[src/rtl/imem_load_ctrl_pkg.sv]
// ----------------------------------------------------------------------------
// imem_load_ctrl_pkg
// Shared parameters and state encoding for the instruction-memory load
// controller. Holds the default memory depth, the default flush length,
// the FSM state type and a small length-clamping helper.
// ----------------------------------------------------------------------------
package imem_load_ctrl_pkg;

  // Default instruction memory depth in 32-bit words
  localparam int IMEM_SIZE_DEFAULT    = 64;

  // Default number of cycles the fetch stage stays in reset after a load
  localparam int FLUSH_CYCLES_DEFAULT = 2;

  // Width of the flush cycle counter; comfortably wider than any sane flush
  localparam int FLUSH_CNT_W          = 16;

  typedef enum logic [2:0] {
    S_IDLE  = 3'd0,
    S_PRIME = 3'd1,
    S_LOAD  = 3'd2,
    S_FLUSH = 3'd3,
    S_RUN   = 3'd4
  } state_t;

  // A load can never be longer than the memory it fills
  function automatic int clamp_len(input int req, input int cap);
    return (req > cap) ? cap : req;
  endfunction

endpackage

[src/rtl/imem_load_ctrl.sv]
// ----------------------------------------------------------------------------
// imem_load_ctrl
// Streams a program from an external loader into instruction memory by
// steering the fetch stage: the fetch PC is overridden so that it always
// points at the next word to write, the memory write enable follows the
// loader's valid, and after the last word the fetch stage is held in reset
// for FLUSH_CYCLES cycles before being released to run from PC 0.
//
// Ports
//   CLK         clock, all state changes on the rising edge
//   RST         synchronous, active-low reset
//   ld_start    one-cycle load request (honoured only in IDLE or RUN)
//   ld_len      requested word count, sampled with an accepted ld_start
//   ld_valid    loader word valid
//   ld_data     loader instruction word
//   ld_ready    controller accepts a word this cycle
//   cpu_rst     active-high reset to the fetch stage
//   pc_sel      selects pc_ovr as the fetch-stage next PC
//   pc_ovr      byte-address PC override
//   imem_we     instruction memory write enable (writes at current fetch PC)
//   imem_wdata  instruction memory write data (always ld_data)
//   busy        high in PRIME, LOAD and FLUSH
//   done        one-cycle pulse in the first RUN cycle after a load
//   words       words written in the last/current load
//
// FLUSH_CYCLES must be at least 1.
// ----------------------------------------------------------------------------
module imem_load_ctrl
  import imem_load_ctrl_pkg::*;
#(
  parameter int IMEM_SIZE    = IMEM_SIZE_DEFAULT,
  parameter int FLUSH_CYCLES = FLUSH_CYCLES_DEFAULT
) (
  input  logic                       CLK,
  input  logic                       RST,
  input  logic                       ld_start,
  input  logic [$clog2(IMEM_SIZE):0] ld_len,
  input  logic                       ld_valid,
  input  logic [31:0]                ld_data,
  output logic                       ld_ready,
  output logic                       cpu_rst,
  output logic                       pc_sel,
  output logic [31:0]                pc_ovr,
  output logic                       imem_we,
  output logic [31:0]                imem_wdata,
  output logic                       busy,
  output logic                       done,
  output logic [$clog2(IMEM_SIZE):0] words
);

  localparam int CW = $clog2(IMEM_SIZE) + 1;

  state_t                 state;
  logic [CW-1:0]          len;
  logic [FLUSH_CNT_W-1:0] flush_cnt;
  logic                   done_q;
  logic                   fire;
  logic                   last_word;

  assign last_word = ((words + CW'(1)) == len);

  // Output decode. Every output is forced to its reset value while RST is
  // low so that a word presented in the same cycle as a mid-load reset is
  // never written, even though the state register only clears on the edge.
  // In LOAD the override already points at the next slot when a word is
  // accepted, so the fetch PC lands on 4*words for every write.
  always_comb begin
    cpu_rst    = 1'b1;
    pc_sel     = 1'b0;
    pc_ovr     = '0;
    ld_ready   = 1'b0;
    imem_we    = 1'b0;
    busy       = 1'b0;
    done       = 1'b0;
    fire       = 1'b0;
    imem_wdata = ld_data;
    if (RST) begin
      case (state)
        S_PRIME: begin
          cpu_rst = 1'b0;
          pc_sel  = 1'b1;
          busy    = 1'b1;
        end
        S_LOAD: begin
          cpu_rst  = 1'b0;
          pc_sel   = 1'b1;
          ld_ready = 1'b1;
          imem_we  = ld_valid;
          fire     = ld_valid;
          busy     = 1'b1;
          pc_ovr   = (32'(words) + 32'(fire)) << 2;
        end
        S_FLUSH: begin
          busy = 1'b1;
        end
        S_RUN: begin
          cpu_rst = 1'b0;
          done    = done_q;
        end
        default: begin
        end
      endcase
    end
  end

  // Load sequencing. The flush counter is cleared in PRIME because every
  // path into FLUSH passes through PRIME first. done_q is set only on the
  // FLUSH->RUN edge and self-clears one cycle later.
  always_ff @(posedge CLK) begin
    if (!RST) begin
      state     <= S_IDLE;
      words     <= '0;
      len       <= '0;
      flush_cnt <= '0;
      done_q    <= 1'b0;
    end else begin
      done_q <= 1'b0;
      case (state)
        S_IDLE, S_RUN: begin
          if (ld_start) begin
            state <= S_PRIME;
            len   <= CW'(clamp_len(int'(ld_len), IMEM_SIZE));
            words <= '0;
          end
        end
        S_PRIME: begin
          flush_cnt <= '0;
          state     <= (len != '0) ? S_LOAD : S_FLUSH;
        end
        S_LOAD: begin
          if (fire) begin
            words <= words + CW'(1);
            if (last_word) begin
              state <= S_FLUSH;
            end
          end
        end
        S_FLUSH: begin
          if (flush_cnt == FLUSH_CNT_W'(FLUSH_CYCLES - 1)) begin
            state  <= S_RUN;
            done_q <= 1'b1;
          end else begin
            flush_cnt <= flush_cnt + FLUSH_CNT_W'(1);
          end
        end
        default: begin
          state <= S_IDLE;
        end
      endcase
    end
  end

endmodule

[config.mk]
export PLATFORM = sky130hd
export DESIGN_NAME = imem_load_ctrl
export DESIGN_NICKNAME = d
export VERILOG_FILES = /design/src/rtl/imem_load_ctrl_pkg.sv /design/src/rtl/imem_load_ctrl.sv
export SDC_FILE = /design/constraint.sdc
export NUM_CORES = 1
export LEC_CHECK = 0
export BUFFER_PORTS_ARGS = -buffer_cell sky130_fd_sc_hd__buf_2
export CAP_MARGIN = 20
export CORE_MARGIN = 4
export CORE_UTILIZATION = 50
export DETAILED_ROUTE_END_ITERATION = 12
export PLACE_DENSITY = 0.93
export SETUP_SLACK_MARGIN = 0.1
export SLEW_MARGIN = 0
export SYNTH_ARGS = -nofsm -noshare
export SYNTH_HDL_FRONTEND = slang
export SYNTH_SLANG_ARGS = --single-unit
[constraint.sdc]
create_clock -name CLK -period 3.5 [get_ports CLK]
set_input_delay 0.35 -clock CLK [delete_from_list [all_inputs] [get_ports CLK]]
set_output_delay 0.35 -clock CLK [all_outputs]
set_load 0.01 [all_outputs]
==> results.md <==
- Status: complete, no violations
- First-pass GRT wire length: 8231 um
- Main synth FF type: dfxtp_1
- Iter 0 DRT Violations: 218
- Io pins: 120
- Worst hold path class: input port to register
- Synth Register Bits: 34
- Critical Path, Cell by Cell: ha_1 > ha_1 > nand2_1 > or2_2 > xor2_1 > nor2_1 > buf_2
- CP required: 3.15 ns
- Final Skew: 0.006226 ns
- CTS buffer count: 5
- Cell accounting for the most synthesized area: dfxtp_1
- Post-CTS Setup Bufs: 0
- Async set-reset flop share out of synthesis: 0%
- Number of port buffers: 31
- Mapped Cells: 305
- Slowest cell on the critical path: dfxtp_1
- Final wirelength: 4856 um
- All-Layer GR Usage: 16.57%
- Later-pin clock latency in the skew report: 0.28 ns
- Fmax: 0.4395 GHz
- Final hold vios: 0
- Chip Height: 77.73 um
- Worst vdd ir: 0.1702 mV
- Clock buffer depth: 2
- Clk slew on worst S/H paths: 0.06 ns
- Vias in the first global route: 1770
- Initial antenna violation count: 0
- CP top delay family: flip-flops
- Final min period: 2.275 ns
- Measured slew at the worst slew-check pin: 0.5355 ns
- Post-CTS sizing: 0
- N_diodes: 0
- Routed len/inst: 13.34 um
- Pwr dens: 338.8 mW/mm2
- Sequential area share after synthesis: 28.00%
- CTS sink cnt: 34
- Final setup viols: 0
- Vias per cell: 5.288
- Synth cell types: 51
- Placed Cells: 356
- Top cells by area, synth: dfxtp_1 28%, buf_4 17%, xor2_1 6.1%
- GRT Residual Overflow: 0
- Cell row count: 25
- Final Worst Setup Slack: 1.225 ns
- TritonRoute pass-1 iters: 4
- LEAKAGE: 0.9661 nW
- DP Wirelength: 3592 um
- Crit-path max cell delay: 0.48 ns
- CP Max Fanout: 8
- Post-Layout Cell Count: 364
- Post-synth top area share: 28.00%
- Critical Path Source Type: register
- Share of cells above drive strength 1: 16.50%
- RSZ-0062 raised after global routing: no
- Post-synth EDFFs: 0
- GPL Wtd Cong: 0.9388
- Area Overhead vs Synth: -2.728%
- Max cap viols: 0
- Die Span X: 77.73 um
- Slew Viols, Final: 0
- Die area: 0.006042 mm2
- Initial core utilization: 51.47%
- CP Class: register to output port
- Power after layout: 0.8012 mW
- Synth Warn #: 0
- Slew HR: 64.30%
- Vias after detailed routing: 1925
- Total core area: 0.004723 mm2
- CP dominant cell by count: ha_1
- Synthesized area: 0.002431 mm2
- Largest net degree at the start of global routing: 27
- Mapped Avg Cell Area: 7.971 um2
- Remaining DRCs: 0
- CTS Root Cell: clkbuf_8
- Place WS: 1.520 ns
- Crit. End Element: output port
- CP Buf/Inv Count: 1
- CP Data Arrival Time: 1.93 ns
- Final nets: 344
- CTS tree: done
- Hold_buf cts: 0
- Crit share post-route: 65.01%
- # H-tree levels: 2
- Final ANT Viol Nets: 0
- Setup total negative slack: 0 ns
==> layer usage <==
layer	GRT usage, %	vias up	part of all wire (%)
met4	9.964	0	3.7
met5	0	-	0
li1	-	925	-
met1	20.27	887	42
met2	26.28	90	46
met3	3.828	23	8.1
==> cells in the mapped netlist, drive strengths merged, types with 3 or more instances <==
cell type  number
buf            66
dfxtp          34
nor2           30
nand2          21
xor2           17
nor2b          13
a21oi          12
nand3          12
o21ai          10
xnor2          10
nor3b           8
and2            7
clkbuf          5
ha              5
nand4           5
nor3            5
inv             4
nor4            4
and3            3
and4            3
nand2b          3
==> cell families (layout without fill, tap and decap cells) <==
kind of cell / after synthesis / after routing / synth area share, %
AND/OR/NAND/NOR: 125 / 125 / 28.41
buffers and inverters: 75 / 44 / 20.79
multiplexers: 3 / 3 / 1.338
adder cells (fa/ha/maj): 5 / 5 / 2.573
XOR/XNOR: 27 / 27 / 9.727
flip-flops: 34 / 34 / 28.00
AO/OA/AOI/OAI: 35 / 35 / 9.007
other: 1 / 24 / 0.1543
==> where the power goes <==
part | internal (mW) | switching (mW) | leakage, nW
registers | 0.394 | 0.0134 | 0.275
clock network | 0.159 | 0.132 | 0.0482
logic | 0.0377 | 0.0655 | 0.643
total | 0.590 | 0.211 | 0.966
==> worst min-delay path: cells and delay by family <==
kind,cells,cell delay [ns]
buffers and inverters,1,0.13
and+or+nand+nor,1,0.08
AOI/OAI and AO/OA,1,0.07
==> cell usage in the layout (no fill, tap or decap), types with 3 or more instances in the layout <==
cell and n:
and4_1 3, clkbuf_8 6, nor4_1 3, xor2_1 17, o21ai_0 9, a21oi_1 12
conb_1 24, nor2_1 30, nand2b_1 3, nor3b_1 8, and3_1 3, inv_1 3
nand4_1 4, buf_2 31, xnor2_1 10, nor3_1 5, nand3_1 12, nand2_1 21
dfxtp_1 34, ha_1 5, nor2b_1 13, and2_1 6
==> state kept, by name, indices dropped and copies added, names as in the netlist <==
signal     flops
done_q         1
len            7
words          7
flush_cnt     16
state          3
==> path summary, 6_finish.rpt <==
kind,start,slack [ns],cells after the start,endpoint
max reg2reg,state[1]$_SDFFE_PN0P_,1.62,5,words[6]$_SDFFE_PN0P_
max,words[0]$_SDFFE_PN0P_,1.22,7,pc_ovr[8]
min,ld_start,0.41,3,len[6]$_SDFFE_PN0P_
min reg2reg,len[6]$_SDFFE_PN0P_,0.51,2,len[6]$_SDFFE_PN0P_
==> through the flow <==
step | area, um2 | hold slack (ns) | util [%]
2_1_floorplan | 2517 | 0.4662 | -
3_3_place_gp | 2273 | 0.4906 | 48.13
3_5_place_dp | 2273 | 0.5026 | 48.13
4_1_cts | 2365 | 0.3969 | 50.07
5_1_grt | 2365 | 0.4242 | 50.07
6_report | 2365 | 0.4069 | 50.07
==> area by class of cell <==
| cell class | instances | area (um2) |
|---|---|---|
| clock buffer | 7 | 86.33 |
| clock inverter | 1 | 5.005 |
| fill | 424 | 2359 |
| inverter | 4 | 15.01 |
| multi-input combinational | 219 | 1331 |
| sequential | 34 | 680.7 |
| tap | 67 | 83.83 |
| timing repair buffer | 32 | 162.7 |
No activity file was read; power rests on OpenSTA's default activity.
